### config.mk
export PLATFORM = sky130hd
export DESIGN_NAME = rtc_timer_bank_flat
export DESIGN_NICKNAME = d
export VERILOG_FILES = /design/src/rtl/rtc_timer_bank_if.sv /design/src/rtl/rtc_timer_bank.sv /design/src/flat_wrapper.sv
export SDC_FILE = /design/constraint.sdc
export NUM_CORES = 1
export LEC_CHECK = 0
export CORE_ASPECT_RATIO = 1.75
export CORE_UTILIZATION = 55
export DETAILED_ROUTE_END_ITERATION = 7
export PLACE_DENSITY = 0.86
export SLEW_MARGIN = 10
export SYNTH_ARGS = -nofsm -noshare
export SYNTH_HDL_FRONTEND = slang
export SYNTH_SLANG_ARGS = --single-unit
### constraint.sdc
create_clock -name pclk -period 4.2 [get_ports pclk]
set_clock_uncertainty 0.2 [all_clocks]
set_input_delay 0.63 -clock pclk [delete_from_list [all_inputs] [get_ports pclk]]
set_output_delay 0.63 -clock pclk [all_outputs]
set_load 0.005 [all_outputs]
### src/rtl/rtc_timer_bank_if.sv
// Configuration/status bundle between the APB register file and the timer bank.
// The register file drives config, strobes and mask; the bank returns status.
interface rtc_timer_bank_if #(
    parameter int N_CH    = 4,
    parameter int VAL_W   = 17,
    parameter int PRESC_W = 16
);
    logic                      tick_i;
    logic [N_CH-1:0]           cfg_upd_i;
    logic [N_CH-1:0]           cfg_en_i;
    logic [2*N_CH-1:0]         cfg_mode_i;
    logic [VAL_W*N_CH-1:0]     cfg_target_i;
    logic [PRESC_W*N_CH-1:0]   cfg_div_i;
    logic [N_CH-1:0]           irq_mask_i;
    logic [N_CH-1:0]           flag_clr_i;
    logic [VAL_W*N_CH-1:0]     value_o;
    logic [N_CH-1:0]           flag_o;
    logic [N_CH-1:0]           busy_o;
    logic                      irq_o;

    modport master (
        output tick_i, cfg_upd_i, cfg_en_i, cfg_mode_i,
        output cfg_target_i, cfg_div_i, irq_mask_i, flag_clr_i,
        input  value_o, flag_o, busy_o, irq_o
    );

    modport slave (
        input  tick_i, cfg_upd_i, cfg_en_i, cfg_mode_i,
        input  cfg_target_i, cfg_div_i, irq_mask_i, flag_clr_i,
        output value_o, flag_o, busy_o, irq_o
    );
endinterface

### src/rtl/rtc_timer_bank.sv
// Multi-channel RTC timer bank: per-channel prescaler, counter and
// IDLE/RUN/DONE FSM with sticky match flags and one combined interrupt.
module rtc_timer_bank #(
    parameter int N_CH    = 4,
    parameter int VAL_W   = 17,
    parameter int PRESC_W = 16
) (
    input  logic               pclk,
    input  logic               prst_n,
    rtc_timer_bank_if.slave    bus
);

    typedef enum logic [1:0] {
        IDLE = 2'd0,
        RUN  = 2'd1,
        DONE = 2'd2
    } state_t;

    logic [N_CH-1:0][VAL_W-1:0] val_arr;
    logic [N_CH-1:0]            flag_arr;
    logic [N_CH-1:0]            busy_arr;

    for (genvar c = 0; c < N_CH; c++) begin : g_ch
        state_t               st_q;
        logic [1:0]           mode_q;
        logic [PRESC_W-1:0]   div_q;
        logic [PRESC_W-1:0]   presc_q;
        logic [VAL_W-1:0]     tgt_q;
        logic [VAL_W-1:0]     val_q;
        logic                 flag_q;
        logic                 busy_q;

        logic                 upd;
        logic [1:0]           mode_in;
        logic [VAL_W-1:0]     tgt_in;
        logic [PRESC_W-1:0]   div_in;
        logic [VAL_W-1:0]     val_inc;
        logic                 run_tick;
        logic                 step;
        logic                 match;

        assign upd     = bus.cfg_upd_i[c];
        assign mode_in = bus.cfg_mode_i[2*c +: 2];
        assign tgt_in  = bus.cfg_target_i[VAL_W*c +: VAL_W];
        assign div_in  = bus.cfg_div_i[PRESC_W*c +: PRESC_W];
        assign val_inc = val_q + VAL_W'(1);

        // A strobe in the same cycle swallows the tick for this channel.
        assign run_tick = !upd && bus.tick_i && (st_q == RUN);
        assign step     = run_tick && (presc_q == div_q);
        assign match    = step && (val_inc == tgt_q);

        // Channel FSM, prescaler, counter and latched configuration.
        always_ff @(posedge pclk or negedge prst_n) begin
            if (!prst_n) begin
                st_q    <= IDLE;
                mode_q  <= 2'b00;
                div_q   <= '0;
                presc_q <= '0;
                tgt_q   <= '0;
                val_q   <= '0;
                busy_q  <= 1'b0;
            end else if (upd) begin
                mode_q  <= mode_in;
                div_q   <= div_in;
                tgt_q   <= (tgt_in == '0) ? VAL_W'(1) : tgt_in;
                presc_q <= '0;
                val_q   <= '0;
                st_q    <= bus.cfg_en_i[c] ? RUN : IDLE;
                busy_q  <= bus.cfg_en_i[c];
            end else if (run_tick) begin
                if (!step) begin
                    presc_q <= presc_q + PRESC_W'(1);
                end else begin
                    presc_q <= '0;
                    if (!match) begin
                        val_q <= val_inc;
                    end else begin
                        unique case (1'b1)
                            (mode_q == 2'b01): begin
                                val_q <= '0;
                            end
                            (mode_q == 2'b10): begin
                                val_q <= val_inc;
                            end
                            default: begin
                                val_q  <= tgt_q;
                                st_q   <= DONE;
                                busy_q <= 1'b0;
                            end
                        endcase
                    end
                end
            end
        end

        // Sticky match flag; a new match beats a coincident clear.
        always_ff @(posedge pclk or negedge prst_n) begin
            if (!prst_n) begin
                flag_q <= 1'b0;
            end else if (match) begin
                flag_q <= 1'b1;
            end else if (bus.flag_clr_i[c]) begin
                flag_q <= 1'b0;
            end
        end

        assign val_arr[c]  = val_q;
        assign flag_arr[c] = flag_q;
        assign busy_arr[c] = busy_q;
    end

    assign bus.value_o = val_arr;
    assign bus.flag_o  = flag_arr;
    assign bus.busy_o  = busy_arr;
    assign bus.irq_o   = |(flag_arr & bus.irq_mask_i);

endmodule

### src/flat_wrapper.sv
// flat-port wrapper written by rule: the top's interface ports become plain ports
module rtc_timer_bank_flat 
#(
    parameter int N_CH    = 4,
    parameter int VAL_W   = 17,
    parameter int PRESC_W = 16
)
  (pclk, prst_n, bus_tick_i, bus_cfg_upd_i, bus_cfg_en_i, bus_cfg_mode_i, bus_cfg_target_i, bus_cfg_div_i, bus_irq_mask_i, bus_flag_clr_i, bus_value_o, bus_flag_o, bus_busy_o, bus_irq_o);
  rtc_timer_bank_if #(.N_CH(N_CH), .VAL_W(VAL_W), .PRESC_W(PRESC_W)) bus_i ();
  input  logic pclk;
  input  logic prst_n;
  input wire logic [$bits(bus_i.tick_i)-1:0] bus_tick_i;
  input wire logic [$bits(bus_i.cfg_upd_i)-1:0] bus_cfg_upd_i;
  input wire logic [$bits(bus_i.cfg_en_i)-1:0] bus_cfg_en_i;
  input wire logic [$bits(bus_i.cfg_mode_i)-1:0] bus_cfg_mode_i;
  input wire logic [$bits(bus_i.cfg_target_i)-1:0] bus_cfg_target_i;
  input wire logic [$bits(bus_i.cfg_div_i)-1:0] bus_cfg_div_i;
  input wire logic [$bits(bus_i.irq_mask_i)-1:0] bus_irq_mask_i;
  input wire logic [$bits(bus_i.flag_clr_i)-1:0] bus_flag_clr_i;
  output wire logic [$bits(bus_i.value_o)-1:0] bus_value_o;
  output wire logic [$bits(bus_i.flag_o)-1:0] bus_flag_o;
  output wire logic [$bits(bus_i.busy_o)-1:0] bus_busy_o;
  output wire logic [$bits(bus_i.irq_o)-1:0] bus_irq_o;
  assign bus_i.tick_i = bus_tick_i;
  assign bus_i.cfg_upd_i = bus_cfg_upd_i;
  assign bus_i.cfg_en_i = bus_cfg_en_i;
  assign bus_i.cfg_mode_i = bus_cfg_mode_i;
  assign bus_i.cfg_target_i = bus_cfg_target_i;
  assign bus_i.cfg_div_i = bus_cfg_div_i;
  assign bus_i.irq_mask_i = bus_irq_mask_i;
  assign bus_i.flag_clr_i = bus_flag_clr_i;
  assign bus_value_o = bus_i.value_o;
  assign bus_flag_o = bus_i.flag_o;
  assign bus_busy_o = bus_i.busy_o;
  assign bus_irq_o = bus_i.irq_o;
  rtc_timer_bank #(.N_CH(N_CH), .VAL_W(VAL_W), .PRESC_W(PRESC_W)) u_core (.pclk(pclk), .prst_n(prst_n), .bus(bus_i));
endmodule
=== Word level (Yosys, flattened, before mapping) ===
Index checks and enable logic that the tools add are counted.

* Output and inout bits: 77
* Register bits after elaboration: 288

* Add/subtract/negate cells: 8
* Bitwise gates (word level): 1
* Reduce and logical (&&, ||, !) cells: 53
* Equality and inequality tests: 24
* Mux-type cells: 88

{| class="wikitable"
|+ Operators by type and width
! kind !! number
|-
| $mux W17 || 20
|-
| $mux W16 || 12
|-
| $pmux W17 S2 || 4
|-
| $add A17 B1 Y17 const B || 4
|-
| $eq A17 B17 Y1 || 4
|-
| $logic_not A17 Y1 || 4
|-
| $add A16 B1 Y16 const B || 4
|-
| $eq A16 B16 Y1 || 4
|-
| $mux W2 || 20
|-
| $mux W1 || 32
|-
| $reduce_bool A2 Y1 || 16
|-
| $eq A2 B1 Y1 const B || 8
|-
| $logic_and A1 B1 Y1 || 16
|-
| $reduce_and A4 Y1 || 4
|-
| $eq A2 B2 Y1 const B || 4
|-
| $ne A2 B1 Y1 const B || 4
|-
| $reduce_and A2 Y1 || 4
|-
| $reduce_or A2 Y1 || 4
|-
| $and A4 B4 Y4 || 1
|-
| $logic_not A1 Y1 || 4
|-
| $reduce_or A4 Y1 || 1
|}

=== Longest topological paths before layout ===
Gate-level depths: netlist of run 1.

* Depth in word-level cells: 9
* Gate-level depth with buffers: 12

=== Least setup slack after synthesis of run 1 ===
Ideal clock, no wire load.

* Path kind: input port to flip-flop
* Start: input port bus_tick_i
* End: register u_core.g_ch[1].val_q[11]
* Buffers on the path: 3
* Library setup time: 0.118 ns
* Data arrival time: 3.114 ns
* Path slack: 0.768 ns
* Stages: 10
* Cell sequence: nor3b_2 -> nand4_1 -> or4_1 -> buf_2 -> or4_1 -> buf_2 -> o31a_1 -> buf_2 -> a22o_1 -> a21o_1

* Word-level cells in the longest chain between the ends: 8

{| class="wikitable"
|+ Ends and longest elaborated chain
! element !! RTL line !! text
|-
| start: declaration || flat_wrapper.sv:12 || <nowiki>input wire logic [$bits(bus_i.tick_i)-1:0] bus_tick_i;</nowiki>
|-
| $logic_and A1 B1 Y1 * (2 in a row) || rtc_timer_bank.sv:49 || <nowiki>assign run_tick = !upd && bus.tick_i && (st_q == RUN);</nowiki>
|-
| $logic_and A1 B1 Y1 || rtc_timer_bank.sv:50 || <nowiki>assign step = run_tick && (presc_q == div_q);</nowiki>
|-
| $logic_and A1 B1 Y1 || rtc_timer_bank.sv:51 || <nowiki>assign match = step && (val_inc == tgt_q);</nowiki>
|-
| $mux W17 || rtc_timer_bank.sv:76 || <nowiki>if (!match) begin</nowiki>
|-
| $mux W17 || rtc_timer_bank.sv:72 || <nowiki>if (!step) begin</nowiki>
|-
| $mux W17 || rtc_timer_bank.sv:71 || <nowiki>end else if (run_tick) begin</nowiki>
|-
| $mux W17 || rtc_timer_bank.sv:63 || <nowiki>end else if (upd) begin</nowiki>
|-
| end signal: assignment || rtc_timer_bank.sv:77 || <nowiki>val_q <= val_inc;</nowiki>
|-
| end signal: assignment || rtc_timer_bank.sv:84 || <nowiki>val_q <= val_inc;</nowiki>
|-
| end signal: assignment || rtc_timer_bank.sv:87 || <nowiki>val_q <= tgt_q;</nowiki>
|-
| end: declaration || rtc_timer_bank.sv:29 || <nowiki>logic [VAL_W-1:0] val_q;</nowiki>
|}

Mark *: on every way between the ends. The rest lies on a longest branch, timed or not. The select of a mux whose other input is x is not followed.
A chain may end at the register's enable or synchronous reset.

=== Final worst setup path of run 1 ===
* Start: register u_core.g_ch[3].val_q[4]
* End: register u_core.g_ch[3].val_q[4]

* Word-level cells in the longest chain between the ends: 7

{| class="wikitable"
|+ Ends and longest elaborated chain
! element !! RTL line !! text
|-
| start: declaration || rtc_timer_bank.sv:29 ||
|-
| start signal: assignment || rtc_timer_bank.sv:77 ||
|-
| start signal: assignment || rtc_timer_bank.sv:84 ||
|-
| start signal: assignment || rtc_timer_bank.sv:87 ||
|-
| $add A17 B1 Y17 * || rtc_timer_bank.sv:46 || <nowiki>assign val_inc = val_q + VAL_W'(1);</nowiki>
|-
| $eq A17 B17 Y1 || rtc_timer_bank.sv:51 ||
|-
| $logic_and A1 B1 Y1 || rtc_timer_bank.sv:51 ||
|-
| $mux W17 * || rtc_timer_bank.sv:76 ||
|-
| $mux W17 * || rtc_timer_bank.sv:72 ||
|-
| $mux W17 * || rtc_timer_bank.sv:71 ||
|-
| $mux W17 * || rtc_timer_bank.sv:63 ||
|}

Marks and branches as above.

==> results of run 1 <==
-- synthesized netlist by cell type, types with 11 or more instances --
| library cell | count |
|---|---|
| sky130_fd_sc_hd__xnor2_1 | 89 |
| sky130_fd_sc_hd__a21o_1 | 13 |
| sky130_fd_sc_hd__xor2_1 | 117 |
| sky130_fd_sc_hd__a21oi_1 | 44 |
| sky130_fd_sc_hd__o21ai_0 | 54 |
| sky130_fd_sc_hd__clkbuf_1 | 59 |
| sky130_fd_sc_hd__and3_1 | 18 |
| sky130_fd_sc_hd__ha_1 | 12 |
| sky130_fd_sc_hd__mux2_2 | 117 |
| sky130_fd_sc_hd__a31oi_1 | 12 |
| sky130_fd_sc_hd__nor2b_1 | 11 |
| sky130_fd_sc_hd__nand2_1 | 140 |
| sky130_fd_sc_hd__o21ai_1 | 29 |
| sky130_fd_sc_hd__nor3_1 | 35 |
| sky130_fd_sc_hd__nand3_1 | 57 |
| sky130_fd_sc_hd__nor2_1 | 121 |
| sky130_fd_sc_hd__inv_1 | 44 |
| sky130_fd_sc_hd__o31ai_1 | 18 |
| sky130_fd_sc_hd__nand4_1 | 40 |
| sky130_fd_sc_hd__a22oi_1 | 15 |
| sky130_fd_sc_hd__o2bb2a_1 | 12 |
| sky130_fd_sc_hd__buf_2 | 11 |
| sky130_fd_sc_hd__nor4_1 | 47 |
| sky130_fd_sc_hd__a22o_1 | 12 |
| sky130_fd_sc_hd__dfrtp_1 | 284 |
| sky130_fd_sc_hd__or3_1 | 13 |
-- critical path, cell delays in order, from the launching register on --
cell	delay, ps
sky130_fd_sc_hd__dfrtp_1	500
sky130_fd_sc_hd__nand4_1	460
sky130_fd_sc_hd__nor3_2	440
sky130_fd_sc_hd__xnor2_1	90
sky130_fd_sc_hd__or4_1	440
sky130_fd_sc_hd__or4b_1	590
sky130_fd_sc_hd__or3_1	590
sky130_fd_sc_hd__o2bb2a_1	370
sky130_fd_sc_hd__o21ai_1	100
-- per-layer routing --
metal / track usage [%] / vias up
li1: - / 6154
met1: 32.9 / 6577
met2: 55.6 / 585
met3: 4.41 / 175
met4: 18.0 / 0
met5: 0 / -
-- sequential cells by signal, indices dropped and copies added, names as in the netlist --
name	count
u_core.g_ch.tgt_q	68
u_core.g_ch.div_q	64
u_core.g_ch.flag_q	4
u_core.g_ch.st_q	8
u_core.g_ch.presc_q	64
u_core.g_ch.mode_q	8
u_core.g_ch.val_q	68
-- area by class of cell --
cell class	count	area share, %
Clock buffer	35	4.06
Clock inverter	17	1.26
Inverter	44	0.840
Multi-Input combinational cell	1184	41.9
Sequential cell	284	36.1
Tap cell	378	2.41
Timing Repair Buffer	270	13.4
-- kinds of logic after synthesis --
| logic type | share of synthesized area, % |
|---|---|
| fa+ha+maj | 0.945 |
| compound gates | 11.6 |
| flops | 44.7 |
| xor+xnor | 12.6 |
| buf+inv | 3.39 |
| simple gates | 17.9 |
| mux | 8.73 |
-- final timing paths --
kind | cells past startpoint | slack (ps) | startpoint | to
hold reg to reg | 1 | 320 | u_core.g_ch[0].st_q[1] | u_core.g_ch[0].st_q[1]
max in group asynchronous | 3 | 2430 | prst_n | u_core.g_ch[2].tgt_q[10]
setup reg to reg | 8 | 330 | u_core.g_ch[3].val_q[4] | u_core.g_ch[3].val_q[4]
min in group asynchronous | 2 | 470 | prst_n | u_core.g_ch[0].tgt_q[2]
hold / removal | 1 | 320 | u_core.g_ch[0].st_q[1] | u_core.g_ch[0].st_q[1]
setup / recovery | 8 | 330 | u_core.g_ch[3].val_q[4] | u_core.g_ch[3].val_q[4]
-- metrics by stage --
step           cell area (um2)  utilization [%]  setup slack, ps  hold WS (ps)  cells
2_1_floorplan            15900                -              768           134   1596
3_3_place_gp             18600             65.2              341           290   2159
3_5_place_dp             18600             65.2              278           300   2159
4_1_cts                  19700             68.9              446           317   2212
5_1_grt                  19700             68.9              180           333   2212
6_report                 19700             68.9              334           318   2212
-- report_power, final --
part           internal [uW]  switching (uW)
logic                    394             348
registers               2880             141
clock network           1670            1160
total                   4940            1650
-- repair_timing --
action                    CTS  global route
gates resized for setup     0             0
hold endpoints to repair   84             0
hold buffers                1             0
==> results.md, run 1 <==
STA:
- Setup total negative slack on the finished layout was measured at 0 ps.
- Static timing analysis puts the maximum clock frequency at 259 MHz.
- Setup repair after global routing left no endpoint under its margin.
- The hold violation total from the final report is 0.
- The worst path in the final design needs a cycle of 3870 ps, including I/O delays and setup.
- The final critical path takes up 92.0% of the cycle.
- The number of pins with negative max-slew slack in the final report is 0.
- Headroom to the max-slew limit came out at 14.0%.
- Setup violations remaining at the end of the flow were counted as 0.
- The transition time at the pin with the least slew margin is 1280 ps.

Finish:
- The commonest non-fill, non-tap cell in the layout is sky130_fd_sc_hd__dfrtp_1.
- Compared with the post-synthesis result, the final layout area differs by 23.7%.
- The final-layout fill cell count is 2186.
- The area of all sequential standard cells is 7110 um2.
- The share of cells above drive strength 1 is 12.1%.
- After the last flow step, the layout net total stands at 1983.
- Summing all multi-input logic gate instances after layout gives 8250 um2.
- In the layout the commonest cells are sky130_fd_sc_hd__dfrtp_1, sky130_fd_sc_hd__clkdlybuf4s50_1, sky130_fd_sc_hd__nand2_1.
- The number of diodes added for antenna fixing is 0.

Clock tree:
- TritonCTS built the clock tree.
- The number of setup buffers added after CTS is 0.
- CTS placed an instance of sky130_fd_sc_hd__clkbuf_16 at the clock tree root.
- The level count of the clock H-tree is 1.
- After clock tree synthesis, the clock-pin slew on the worst setup and hold paths is 70 ps.
- The longest clock path from root to sink contains 3 buffers.
- The clock reaches the later pin of the worst-skew pair after 560 ps.
- Counting the buffers created by CTS gives 28.
- The sink count of the clock tree is 284.

Routing:
- The post-route DRC violation count is 0.
- After detailed routing, the wire length on met1 is 15600 um.
- The detail-routed via count per cell is 6.10.
- The length of the first detailed-routing pass in iterations is 8.
- The average detailed-routed wire length per instance is 20.1 um.
- The routed design uses 2550 um of met3 wire.
- The top layer used by detailed routing is met4.
- Summing over every cut layer, the via total after detailed routing is 13500.
- The count of antenna-violating nets left after detailed routing is 0.
- Detailed routing placed a total of 23400 um of wire on met2.
- The final routed wirelength across all metal layers is 44400 um.
- The iteration-0 DRC count of the detailed router is 1026.

Synth:
- A synthesized cell averages 9.96 um2.
- The biggest area contributor in the post-synthesis netlist is sky130_fd_sc_hd__dfrtp_1.
- In the synthesized netlist the async set-or-reset flop fraction comes to 100%.
- The number of distinct library cell variants in the gate-level netlist after synthesis is 78.
- The synthesis warning total is 0.
- Sequential elements use 44.7% of the synthesized area.
- For this run, the leading register cell type out of synthesis is sky130_fd_sc_hd__dfrtp_1.
- After synthesis the netlist holds a flip-flop and latch count of 284.
- The area of the mapped netlist is 15900 um2.
- Counting every net in the synthesized netlist gives 1767.
- Yosys mapped a number of flops with a built-in enable equal to 0.
- Ranked by total cell area, the synthesized netlist is headed by sky130_fd_sc_hd__dfrtp_1, sky130_fd_sc_hd__mux2_2, sky130_fd_sc_hd__xor2_1.
- The top cell type by area accounts for 44.7% of the synthesized area.
- In the synthesized netlist, the number of instances is 1596.

Placement:
- The detailed placement HPWL is 32100 um.
- Input and output buffers added on the ports amount to 235.
- At the end of routability-driven placement, the weighted congestion stood at 0.935.

Worst hold path:
- In this run the worst hold path is classified as reg -> reg.

Critical path:
- STA classifies the critical path endpoint as a register.
- In this run the worst path has a maximum fanout of 14.
- STA classifies the critical path startpoint as a register.
- The endpoint arrival time on the critical path is 4150 ps.
- The required time reported for the critical path endpoint is 4480 ps.
- By startpoint and endpoint, the worst setup path is classified as reg -> reg.

Global route:
- Entering global routing, the biggest net connects 89 pins.
- The global router's overall resource usage is 30.6%.
- The number of antenna violations at the first check in global routing came to 0.
- The number of global-route vias before repair is 13600.
- The first global-routing pass estimated 70200 um of wire.
- The overall overflow remaining after global route is 0.

Power and ir drop:
- The final total power is 6590 uW.
- For this design the ratio of total power to cell area is 335 nW/um2.
- The leakage power is 0.00801 uW.
- The maximum VDD drop is 341 uV.

Floorplanning:
- Pin placement for this block handled 236 I/O pins.
- The die outline width is 130 um.
- The initialized floorplan defines 82 standard-cell rows.
- The die area is 29600 um2.
- The die outline height is 227 um.
- Once the floorplan was initialized, standard cells occupied 55.7% of the core.
- The floorplan step defined a core boundary enclosing 28500 um2.

Job:
- Across the run, the number of max-cap violations was 0.

Status:
- The run finished with clean final reports.
Power figures use the tool's default switching activity.
==> run 2, diff against run 1 <==
--- a/config.mk
+++ b/config.mk
@@ -9,6 +9,7 @@
 export CORE_UTILIZATION = 55
 export DETAILED_ROUTE_END_ITERATION = 7
 export PLACE_DENSITY = 0.86
+export RECOVER_POWER = 25
 export SLEW_MARGIN = 10
 export SYNTH_ARGS = -nofsm -noshare
 export SYNTH_HDL_FRONTEND = slang
==> results.md, run 2 (synthesis gave the netlist of run 1 again) <==
Status:
- The final reports fail on capacitance limit, slew limit.
- The run finished, with violations left.

Worst hold path:
- The min-delay analysis places its worst path in the category reg -> reg.
- The number of cells on the worst hold path is 1 (unchanged).

STA:
- The peak clock frequency supported by timing was 259 MHz (+0.12%).
- Setup repair after global routing left no endpoint under its margin.
- The final critical path time including I/O delays and setup is 3860 ps (-4.48 ps).
- The worst slew margin relative to its limit came to -64.4% (-78 points).
- The transition time at the pin with the least slew margin is 2470 ps (+1190 ps).
- The final critical-path setup slack is 338 ps (+4.48 ps).
- The number of failing setup endpoints in the final timing report was 0 (unchanged).
- The final-layout setup total negative slack was 0 ps (unchanged).
- The post-route fraction of the period consumed by the critical path is 91.9% (-0.11 points).
- The hold violation total from the final report was 0 (unchanged).
- The number of pins with negative max-slew slack in the final report is 288 (+288).

Floorplanning:
- The effective utilization at floorplan was 55.7% (unchanged).
- The die outline width was 130 um (unchanged).
- The site row count is 82 (unchanged).
- The area of the core region is 28500 um2 (unchanged).
- The die outline height is 227 um (unchanged).
- The die area is 29600 um2 (unchanged).
- The number of top-level pins was 236 (unchanged).

Critical path:
- The worst setup path is launched from a register.
- The element type at the critical path end is a register.
- The largest incremental delay on the critical path is 590 ps (about the same).
- The endpoint of the worst-slack reg-to-reg timing path is u_core.g_ch[3].val_q[4].
- In this run the critical register-to-register path is launched from u_core.g_ch[3].val_q[4].
- The endpoint arrival time on the critical path is 4140 ps (about the same).
- The critical path starts at u_core.g_ch[3].val_q[4].
- The largest driver fanout on the critical path was 14 (unchanged).
- The critical path buffer and inverter count came to 0 (unchanged).
- On the critical path, the stage with the largest delay is an instance of sky130_fd_sc_hd__or4b_1.
- The critical path depth in cells came to 8 (unchanged).
- The end of the critical path is u_core.g_ch[3].val_q[4].
- The critical path is of the reg -> reg type.
- On the critical path the largest part of the delay comes from simple AND/OR/NAND/NOR gates.
- Walking the worst path, the cells encountered are nand4_1, nor3_2, xnor2_1, or4_1, or4b_1, or3_1, o2bb2a_1, o21ai_1.
- The number of cells on the worst reg-to-reg path is 8 (unchanged).
- The required time reported for the critical path endpoint is 4480 ps (about the same).
- The flop-to-flop setup slack is 340 ps (about the same).

Routing:
- The final routed wirelength across all metal layers is 44400 um (unchanged).
- The length of the first detailed-routing pass in iterations is 6 (-2).
- The average detailed-routed wire length per instance is 20.1 um (about the same).
- The iteration-0 DRC count of the detailed router is 995 (-3.0%).
- The count of antenna-violating nets left after detailed routing is 0 (unchanged).
- The post-route DRC violation count came to 0 (unchanged).
- The detail-routed via count per cell is 6.09 (about the same).
- The number of vias after detailed routing is 13500 (-0.044%).

Finish:
- The growth of design area from synthesis to finish is 23.6%.
- The number of nets in the layout is 1983 (unchanged).
- Leaving out fill and tap cells, the most frequent cell in the layout is sky130_fd_sc_hd__dfrtp_1.
- The non-filler instance count after layout is 2213 (+0.045%).
- The final-layout fill cell count is 2192 (+0.27%).
- The largest registers in the layout are u_core.g_ch.tgt_q: 68 flops, u_core.g_ch.val_q: 68 flops.
- The share of cells above drive strength 1 is 11.6% (-0.44 points).
- The top cell types in the final layout, fill and taps aside, are sky130_fd_sc_hd__dfrtp_1, sky130_fd_sc_hd__clkdlybuf4s50_1, sky130_fd_sc_hd__nand2_1.

Power and ir drop:
- The leakage power is 0.00799 uW (-0.36%).
- The power density relative to cell area is 336 nW/um2 (+0.21%).
- The maximum VDD drop is 341 uV (about the same).

Global route:
- The global router's overall resource usage came to 30.6% (unchanged).
- The largest net degree at the start of global routing is 89 (unchanged).
- The overall overflow remaining after global route is 0 (unchanged).
- The wire length of the first global-routing pass came to 70200 um (unchanged).
- The number of global-route vias before repair is 13600 (unchanged).
- The number of antenna violations at the first check in global routing was 0 (unchanged).

Clock tree:
- The clock latency at the later pin of the worst-skew pair is 560 ps (about the same).
- The root cell of the clock tree is sky130_fd_sc_hd__clkbuf_16.
- The worst-case clock buffer depth is 3 (unchanged).
- TritonCTS built the clock tree.
- The post-cts repair resize count is 0 (unchanged).
- The sink count of the clock tree is 284 (unchanged).
- The level count of the clock H-tree is 1 (unchanged).
- The number of buffers inserted for hold repair after clock tree synthesis was 1 (unchanged).
- The number of buffers added for setup after CTS was 0 (unchanged).
- The TritonCTS buffer count is 28 (unchanged).
- The clock-pin transition on the worst setup and hold timing paths was 70 ps (about the same).

Placement:
- The detailed placement HPWL was 32100 um (unchanged).
- The minimum setup slack after placement is 278 ps (unchanged).
- The routability-driven placement congestion ratio is 0.935 (unchanged).
- The number of port buffers is 235 (unchanged).
- The instance count after placement with tap cells included came to 2159 (unchanged).

Job:
- The max capacitance violation total is 5 (+5).
## run 2: cell types whose count changed in the layout (fill, tap and decap cells not counted), sizes merged
cell | before | now
buf | 39 | 30
clkbuf | 35 | 44
diode | 0 | 1
## run 2: routing by layer
metal | up-vias | global-route usage (%) | wire, um
met4 | 0 | 18.0 | 2830
met5 | - | 0 | 0
met1 | 6586 | 32.9 | 15600
met2 | 573 | 55.6 | 23400
li1 | 6155 | - | -
met3 | 171 | 4.41 | 2600
## run 2: layout make-up
type                       instances  area, um2  share of cell area (%)
clock buffer                      35        798                    4.07
sequential                       284       7110                    36.2
inverter                          44        165                   0.841
antenna                            1       2.50                  0.0127
multi-input combinational       1184       8250                    42.0
clock inverter                    17        248                    1.26
tap                              378        473                    2.41
timing repair buffer             270       2600                    13.2
## run 2: stage by stage
| step | hold slack [ps] | utilization [%] | cell area [um2] | total power [uW] |
|---|---|---|---|---|
| after floorplan | 134 | - | 15900 | 3420 |
| after global placement | 290 | 65.2 | 18600 | 3770 |
| after detailed placement | 300 | 65.2 | 18600 | 3800 |
| after CTS | 317 | 68.9 | 19700 | 6620 |
| after global routing | 333 | 68.8 | 19600 | 6810 |
| final | 318 | 68.8 | 19600 | 6600 |
## run 2: where the power goes
part | total (uW) | switching, uW | internal, uW
Combinational | 746 | 348 | 398
Sequential | 3020 | 141 | 2880
Clock | 2830 | 1160 | 1670
Total | 6600 | 1650 | 4950
## run 2: worst min path at each step
stage / from / end / slack [ps]
floorplan: prst_n / u_core.g_ch[0].div_q[0] / 130
global placement: u_core.g_ch[2].st_q[1] / u_core.g_ch[2].st_q[1] / 290
detailed placement: u_core.g_ch[0].st_q[1] / u_core.g_ch[0].st_q[1] / 300
CTS: u_core.g_ch[2].tgt_q[12] / u_core.g_ch[2].val_q[12] / 320
global route: u_core.g_ch[0].st_q[1] / u_core.g_ch[0].st_q[1] / 330
finish: u_core.g_ch[0].st_q[1] / u_core.g_ch[0].st_q[1] / 320
